<file path="config.mk">
export PLATFORM = sky130hd
export DESIGN_NAME = pep_ks_batch_seq
export DESIGN_NICKNAME = d
export VERILOG_FILES = /design/src/rtl/pep_ks_batch_seq.sv
export SDC_FILE = /design/constraint.sdc
export NUM_CORES = 1
export LEC_CHECK = 0
export CORE_AREA = 3 3 53 55
export DETAILED_ROUTE_END_ITERATION = 10
export DIE_AREA = 0 0 56 58
export GPL_TIMING_DRIVEN = 0
export PLACE_DENSITY = 0.75
export SLEW_MARGIN = 20
export SYNTH_ARGS = -nofsm -noshare
export SYNTH_HDL_FRONTEND = slang
export SYNTH_SLANG_ARGS = --single-unit
</file>
<file path="constraint.sdc">
create_clock -name clk -period 2.8 [get_ports clk]
set_input_delay 0.56 -clock clk [delete_from_list [all_inputs] [get_ports clk]]
set_output_delay 0.56 -clock clk [all_outputs]
set_load 0.01 [all_outputs]
</file>
<file path="src/rtl/pep_ks_batch_seq.sv">
// pep_ks_batch_seq: batch sequencer for the key-switch processing array.
// Takes one batch command at a time, reserves an output-FIFO slot for it, and
// walks every (line block, level group, PBS) position of the selected column
// block, emitting one control beat per position to the MAC datapath.
module pep_ks_batch_seq #(
    parameter  int LBX              = 2,
    parameter  int LBY              = 2,
    parameter  int LBZ              = 1,
    parameter  int BLWE_K           = 5,
    parameter  int LWE_K_P1         = 7,
    parameter  int KS_L             = 3,
    parameter  int BATCH_PBS_MAX    = 8,
    parameter  int OUT_FIFO_DEPTH   = 4,
    localparam int KS_BLOCK_LINE_NB = (BLWE_K + LBY - 1) / LBY,
    localparam int KS_BLOCK_COL_NB  = (LWE_K_P1 + LBX - 1) / LBX,
    localparam int KS_LG_NB         = (KS_L + LBZ - 1) / LBZ,
    localparam int KS_BLOCK_LINE_W  = (KS_BLOCK_LINE_NB > 1) ? $clog2(KS_BLOCK_LINE_NB) : 1,
    localparam int KS_BLOCK_COL_W   = (KS_BLOCK_COL_NB > 1) ? $clog2(KS_BLOCK_COL_NB) : 1,
    localparam int KS_LG_W          = (KS_LG_NB > 1) ? $clog2(KS_LG_NB) : 1,
    localparam int PBS_NB_W         = $clog2(BATCH_PBS_MAX + 1),
    localparam int PBS_ID_W         = (BATCH_PBS_MAX > 1) ? $clog2(BATCH_PBS_MAX) : 1,
    localparam int OUT_FIFO_DEPTH_W = (OUT_FIFO_DEPTH > 1) ? $clog2(OUT_FIFO_DEPTH) : 1
) (
    input  logic                        clk,
    input  logic                        s_rst_n,
    input  logic                        cmd_vld,
    output logic                        cmd_rdy,
    input  logic [PBS_NB_W-1:0]         cmd_pbs_nb,
    input  logic [KS_BLOCK_COL_W-1:0]   cmd_ks_loop,
    output logic                        proc_vld,
    input  logic                        proc_rdy,
    output logic [PBS_ID_W-1:0]         proc_pbs_id,
    output logic [KS_BLOCK_LINE_W-1:0]  proc_line_blk,
    output logic [KS_LG_W-1:0]          proc_lg,
    output logic [KS_BLOCK_COL_W-1:0]   proc_col_blk,
    output logic                        proc_first,
    output logic                        proc_last_pbs,
    output logic                        proc_last,
    input  logic                        out_free,
    output logic                        batch_done,
    output logic [OUT_FIFO_DEPTH_W:0]   credit
);

    localparam logic [KS_BLOCK_LINE_W-1:0]  LINE_MAX   = KS_BLOCK_LINE_W'(KS_BLOCK_LINE_NB - 1);
    localparam logic [KS_LG_W-1:0]          LG_MAX     = KS_LG_W'(KS_LG_NB - 1);
    localparam logic [PBS_NB_W-1:0]         PBS_NB_MAX = PBS_NB_W'(BATCH_PBS_MAX);
    localparam logic [OUT_FIFO_DEPTH_W:0]   CREDIT_MAX = (OUT_FIFO_DEPTH_W + 1)'(OUT_FIFO_DEPTH);

    typedef enum logic [1:0] {
        ST_IDLE,
        ST_RUN,
        ST_DONE
    } state_t;

    state_t                       state_q, state_d;
    logic [PBS_NB_W-1:0]          pbs_nb_q, pbs_nb_d;
    logic [KS_BLOCK_COL_W-1:0]    col_blk_q, col_blk_d;
    logic [PBS_ID_W-1:0]          pbs_id_q, pbs_id_d;
    logic [KS_BLOCK_LINE_W-1:0]   line_blk_q, line_blk_d;
    logic [KS_LG_W-1:0]           lg_q, lg_d;
    logic [OUT_FIFO_DEPTH_W:0]    credit_q, credit_d;

    logic cmd_acc;
    logic cmd_take;
    logic pbs_at_last;
    logic lg_at_last;
    logic line_at_last;
    logic run;

    // Status decode and beat outputs; everything here depends on flops only,
    // except the reset gate on cmd_rdy so nothing is accepted while in reset.
    always_comb begin
        run           = (state_q == ST_RUN);
        pbs_at_last   = (PBS_NB_W'(pbs_id_q) == (pbs_nb_q - PBS_NB_W'(1)));
        lg_at_last    = (lg_q == LG_MAX);
        line_at_last  = (line_blk_q == LINE_MAX);
        cmd_rdy       = s_rst_n && (state_q == ST_IDLE) && (credit_q != '0);
        proc_vld      = run;
        proc_pbs_id   = pbs_id_q;
        proc_line_blk = line_blk_q;
        proc_lg       = lg_q;
        proc_col_blk  = col_blk_q;
        proc_first    = run && (pbs_id_q == '0) && (lg_q == '0) && (line_blk_q == '0);
        proc_last_pbs = run && pbs_at_last;
        proc_last     = run && pbs_at_last && lg_at_last && line_at_last;
        batch_done    = (state_q == ST_DONE);
        credit        = credit_q;
    end

    // Next-state logic: command latch, position walk and slot credit.
    always_comb begin
        state_d    = state_q;
        pbs_nb_d   = pbs_nb_q;
        col_blk_d  = col_blk_q;
        pbs_id_d   = pbs_id_q;
        line_blk_d = line_blk_q;
        lg_d       = lg_q;
        credit_d   = credit_q;
        cmd_acc    = cmd_vld && cmd_rdy;
        cmd_take   = cmd_acc && (cmd_pbs_nb != '0);

        unique case (state_q)
            ST_IDLE: begin
                if (cmd_acc) begin
                    pbs_nb_d   = (cmd_pbs_nb > PBS_NB_MAX) ? PBS_NB_MAX : cmd_pbs_nb;
                    col_blk_d  = cmd_ks_loop;
                    pbs_id_d   = '0;
                    lg_d       = '0;
                    line_blk_d = '0;
                    state_d    = (cmd_pbs_nb == '0) ? ST_DONE : ST_RUN;
                end
            end
            ST_RUN: begin
                if (proc_rdy) begin
                    if (!pbs_at_last) begin
                        pbs_id_d = pbs_id_q + PBS_ID_W'(1);
                    end else begin
                        pbs_id_d = '0;
                        if (!lg_at_last) begin
                            lg_d = lg_q + KS_LG_W'(1);
                        end else begin
                            lg_d = '0;
                            if (!line_at_last) begin
                                line_blk_d = line_blk_q + KS_BLOCK_LINE_W'(1);
                            end else begin
                                line_blk_d = '0;
                                state_d    = ST_DONE;
                            end
                        end
                    end
                end
            end
            ST_DONE: begin
                state_d = ST_IDLE;
            end
            default: begin
                state_d = ST_IDLE;
            end
        endcase

        // A slot taken and a slot freed in the same cycle cancel out; a free
        // with every slot already free is a no-op.
        unique case ({cmd_take, out_free})
            2'b10:   credit_d = credit_q - (OUT_FIFO_DEPTH_W + 1)'(1);
            2'b01:   credit_d = (credit_q == CREDIT_MAX) ? credit_q
                                                         : credit_q + (OUT_FIFO_DEPTH_W + 1)'(1);
            default: credit_d = credit_q;
        endcase
    end

    // State register with synchronous active-low reset.
    always_ff @(posedge clk) begin
        if (!s_rst_n) begin
            state_q    <= ST_IDLE;
            pbs_nb_q   <= '0;
            col_blk_q  <= '0;
            pbs_id_q   <= '0;
            line_blk_q <= '0;
            lg_q       <= '0;
            credit_q   <= CREDIT_MAX;
        end else begin
            state_q    <= state_d;
            pbs_nb_q   <= pbs_nb_d;
            col_blk_q  <= col_blk_d;
            pbs_id_q   <= pbs_id_d;
            line_blk_q <= line_blk_d;
            lg_q       <= lg_d;
            credit_q   <= credit_d;
        end
    end

endmodule

</file>
==> results of run 1 <==
==> cells in the mapped netlist (all sizes together) <==
library cell / instances
o31a: 1
buf: 2
nand2: 24
o31ai: 1
dfxtp: 18
o22ai: 3
or2: 1
xnor2: 2
a311o: 1
o211a: 2
nor2: 6
a21oi: 4
or4: 1
or3b: 1
and4bb: 1
fa: 1
xor2: 2
nand3: 1
o211ai: 1
nor3: 6
and2: 3
a21boi: 9
and3: 3
or3: 1
inv: 6
nand2b: 5
o32a: 1
a21bo: 1
a211oi: 1
nand4: 1
o21ai: 2
nor4: 1
nand4b: 1
and4b: 1
nor3b: 1
clkbuf: 2
mux2i: 1
o21a: 2
nor2b: 3
ha: 3
nand3b: 7
==> worst paths after layout <==
| path | to | slack (ns) | depth (start not counted) |
|---|---|---|---|
| setup / recovery | proc_last_pbs | 0.1 | 6 |
| hold / removal | proc_col_blk[1] | 0.48 | 2 |
| setup reg to reg | credit[2] | 0.62 | 7 |
| hold reg to reg | proc_col_blk[1] | 0.48 | 2 |
==> layout make-up <==
type / instances / share of cell area (%)
Timing Repair Buffer: 28 / 18.9
Clock buffer: 4 / 2.44
Buffer: 4 / 1.85
Inverter: 6 / 1.52
Sequential cell: 18 / 24.5
Multi-Input combinational cell: 106 / 48.2
Tap cell: 30 / 2.53
==> kinds of logic after synthesis <==
logic type,count (synthesis)
fa+ha+maj,4
flops,18
simple gates,68
buf+inv,10
mux,1
compound gates,29
xor+xnor,4
==> cells in the final DEF, fill, tap and decap left out, drive strengths merged, types with 2 or more instances in the layout <==
cell type	count
a21boi	9
a21oi	4
and2	3
and3	3
buf	2
clkbuf	6
clkdlybuf4s50	26
dfxtp	18
ha	3
inv	6
nand2	24
nand2b	5
nand3b	7
nor2	6
nor2b	3
nor3	6
o211a	2
o21a	2
o21ai	2
o22ai	3
xnor2	2
xor2	2
==> metrics by stage <==
step / area (µm²) / setup TNS, ns / util (%) / hold slack [ns] / setup WS [ns]
floorplan: 1110 / 0 / - / 0.449 / 0.500
global placement: 1430 / -0.263 / 58.7 / 0.451 / -0.185
detailed placement: 1430 / -0.352 / 58.7 / 0.466 / -0.190
CTS: 1470 / 0 / 60.3 / 0.482 / 0.0275
global route: 1490 / -0.00768 / 61.1 / 0.506 / -0.00705
finish: 1490 / 0 / 61.1 / 0.480 / 0.0970
==> report_power, final <==
part / leakage [nW] / internal [mW] / switching, mW / total [mW]
Clock: 0.0210 / 0.0793 / 0.0878 / 0.167
Combinational: 0.430 / 0.0667 / 0.0624 / 0.129
Sequential: 0.147 / 0.266 / 0.0135 / 0.280
Total: 0.598 / 0.412 / 0.164 / 0.576
==> worst register-to-register path, delay by kind of cell, from the launching register on <==
kind	cells	cell delay (ns)
fa+ha+maj	1	0.43
compound gates	1	0.08
flops	1	0.39
simple gates	5	1.14
==> flip-flops by register name (all words and copies together), names as in the netlist <==
signal         flops
credit             3
pbs_nb_q           4
proc_col_blk       2
proc_lg            2
proc_line_blk      2
proc_pbs_id        3
state_q            2
==> per-layer routing <==
metal / vias up / GRT usage [%] / wire length [µm]
met5: - / 0 / 0
met1: 527 / 21.3 / 1280
met3: 5 / 4.23 / 105
met2: 27 / 32.4 / 1380
met4: 0 / 4.41 / 28
li1: 542 / - / -
==> timing repair <==
action                                  CTS  global route
pin swaps                                 0             1
endpoints found under the setup margin    2             4
gates resized for setup                   3             7
endpoints found under the hold margin     0             0
==> results_dict.tcl, run 1 <==
set metrics [dict create \
    path_cells "inv_1, ha_1, xor2_1, o211a_1, and3_1, clkdlybuf4s50_1" \
    path_clk_slew_ns 0.11 \
    stdcell_count 196 \
    yosys.area_share.adder_pct 5.18 \
    cp.buffers_inverters 2 \
    vias_per_cell 5.62 \
    drc 0 \
    cts_hold_buffers 0 \
    outcome "complete, no violations" \
    hold_path.class "register to register" \
    drive_above_1_share_pct 10.2 \
    period_share_pct 96.5 \
    global_route.usage.total_pct 17.9 \
    detail_route.wirelength_um 2790 \
    setup_viol_count_final 0 \
    seq_area_frac_synth_pct 32.4 \
    cts_num_sinks 18 \
    yosysTopAreaCellShare_pct 32.4 \
    hold_start "proc_col_blk[1]" \
    timing.critical_path.fanout_max 5 \
    clockRootBuffer "sky130_fd_sc_hd__clkbuf_4" \
    synth.lib_cells_used.distinct 44 \
    finalClockSkew_ns 0.00381 \
    cp_max_stage_cell "sky130_fd_sc_hd__clkdlybuf4s50_1" \
    muxShareOfSynthArea_pct 0.901 \
    synth_top_cell_by_area "sky130_fd_sc_hd__dfxtp_1" \
    max_clock_freq_mhz 370 \
    max_cap_violations 0 \
    dieWidth_um 56 \
    yosys_warnings 0 \
    synth_compound_gate_area_share_pct 20.2 \
    port_buffers 28 \
    report.final.hold_viol_count 0 \
    required_ns 2.24 \
    antenna_cells 0 \
    top_level_ports 29 \
    total_power_mw 0.576 \
    timing.critical_path.arrival_ns 2.14 \
    postSynthNetCount 149 \
    placement_rows 18 \
    ys_ff_latch 18 \
    crit_path_start_kind "register" \
    synth.area.top_cells "sky130_fd_sc_hd__dfxtp_1, sky130_fd_sc_hd__nand2_1, sky130_fd_sc_hd__a21boi_0" \
    grt_overflow 0 \
    power_density_relative_to_cell_area_nw_per_um2 387 \
    ctsHtreeMaxLevel 1 \
    num_vias 1101 \
    dominant_combinational_cell_family_by_area_after_synthesis "simple AND/OR/NAND/NOR gates" \
    synth.avg_cell_area_um2 8.29 \
    critical_path.startpoint "pbs_nb_q[0]" \
    area.growth.synth_to_final_pct 33.8 \
    critPathMaxStageDelay_ns 0.54 \
    critical_path.top_delay_family "buffers and inverters" \
    largest_net_degree_at_the_start_of_global_routing 11 \
    xor_xnor_share_of_the_synthesized_area_pct 3.15 \
    cts_made_buffers 3 \
    post-cts-setup-buffer-count 0 \
    peakVddDrop_uv 280 \
    grt_antenna_before_repair 0 \
    clock_latency_ns 0.30 \
    floorplan.core_area_um2 2430 \
    antenna_violating_nets_post_route 0 \
    register_area_um2 364 \
    worstSetupPathType "register to primary output" \
    detail_route.first_pass.iterations 4 \
    worst_r2r_startpoint "credit[1]" \
    num-fill-cells 216 \
    dp.final_hpwl_um 2070 \
    max-slew-margin-rel_pct 65.1 \
    route.detailed.wl_per_inst_um 14.3 \
    critPathCaptureType "primary output" \
    post_synth_and_or_nand_nor_area_fraction_pct 34.0 \
    initialDrtViolationCount 35 \
    layout_min_cycle_time_ns 2.70 \
    die_outline_area_um2 3250 \
    start_util_pct 45.7 \
    nNetsFinal 182 \
    die-height_um 58 \
    gpl.final_weighted_congestion 0.778 \
    tightest_slew_ns 0.519 \
    clk_path_buf_depth 2 \
    postSynthCellCount 134 \
    tritoncts "done" \
    summed_instance_area_of_the_synthesized_netlist_um2 1110 \
    area_taken_by_multi_input_logic_gates_um2 717 \
    slew_viol_final 0 \
    global_route_wire_length_before_repair_um 4650 \
    placed_insts 192 \
    grt_pass1_vias 1051 \
    power.static_leakage_nw 0.598 \
]
Note: power is estimated with default switching activity, not from simulation.
==> run 2: changes to the inputs <==
--- a/config.mk
+++ b/config.mk
@@ -10,7 +10,7 @@
 export DIE_AREA = 0 0 56 58
 export GPL_TIMING_DRIVEN = 0
 export PLACE_DENSITY = 0.75
-export SLEW_MARGIN = 20
+export SLEW_MARGIN = 10
 export SYNTH_ARGS = -nofsm -noshare
 export SYNTH_HDL_FRONTEND = slang
 export SYNTH_SLANG_ARGS = --single-unit
==> results of run 2 <==
Final layout, timing and power as in run 1 (identical DEF).
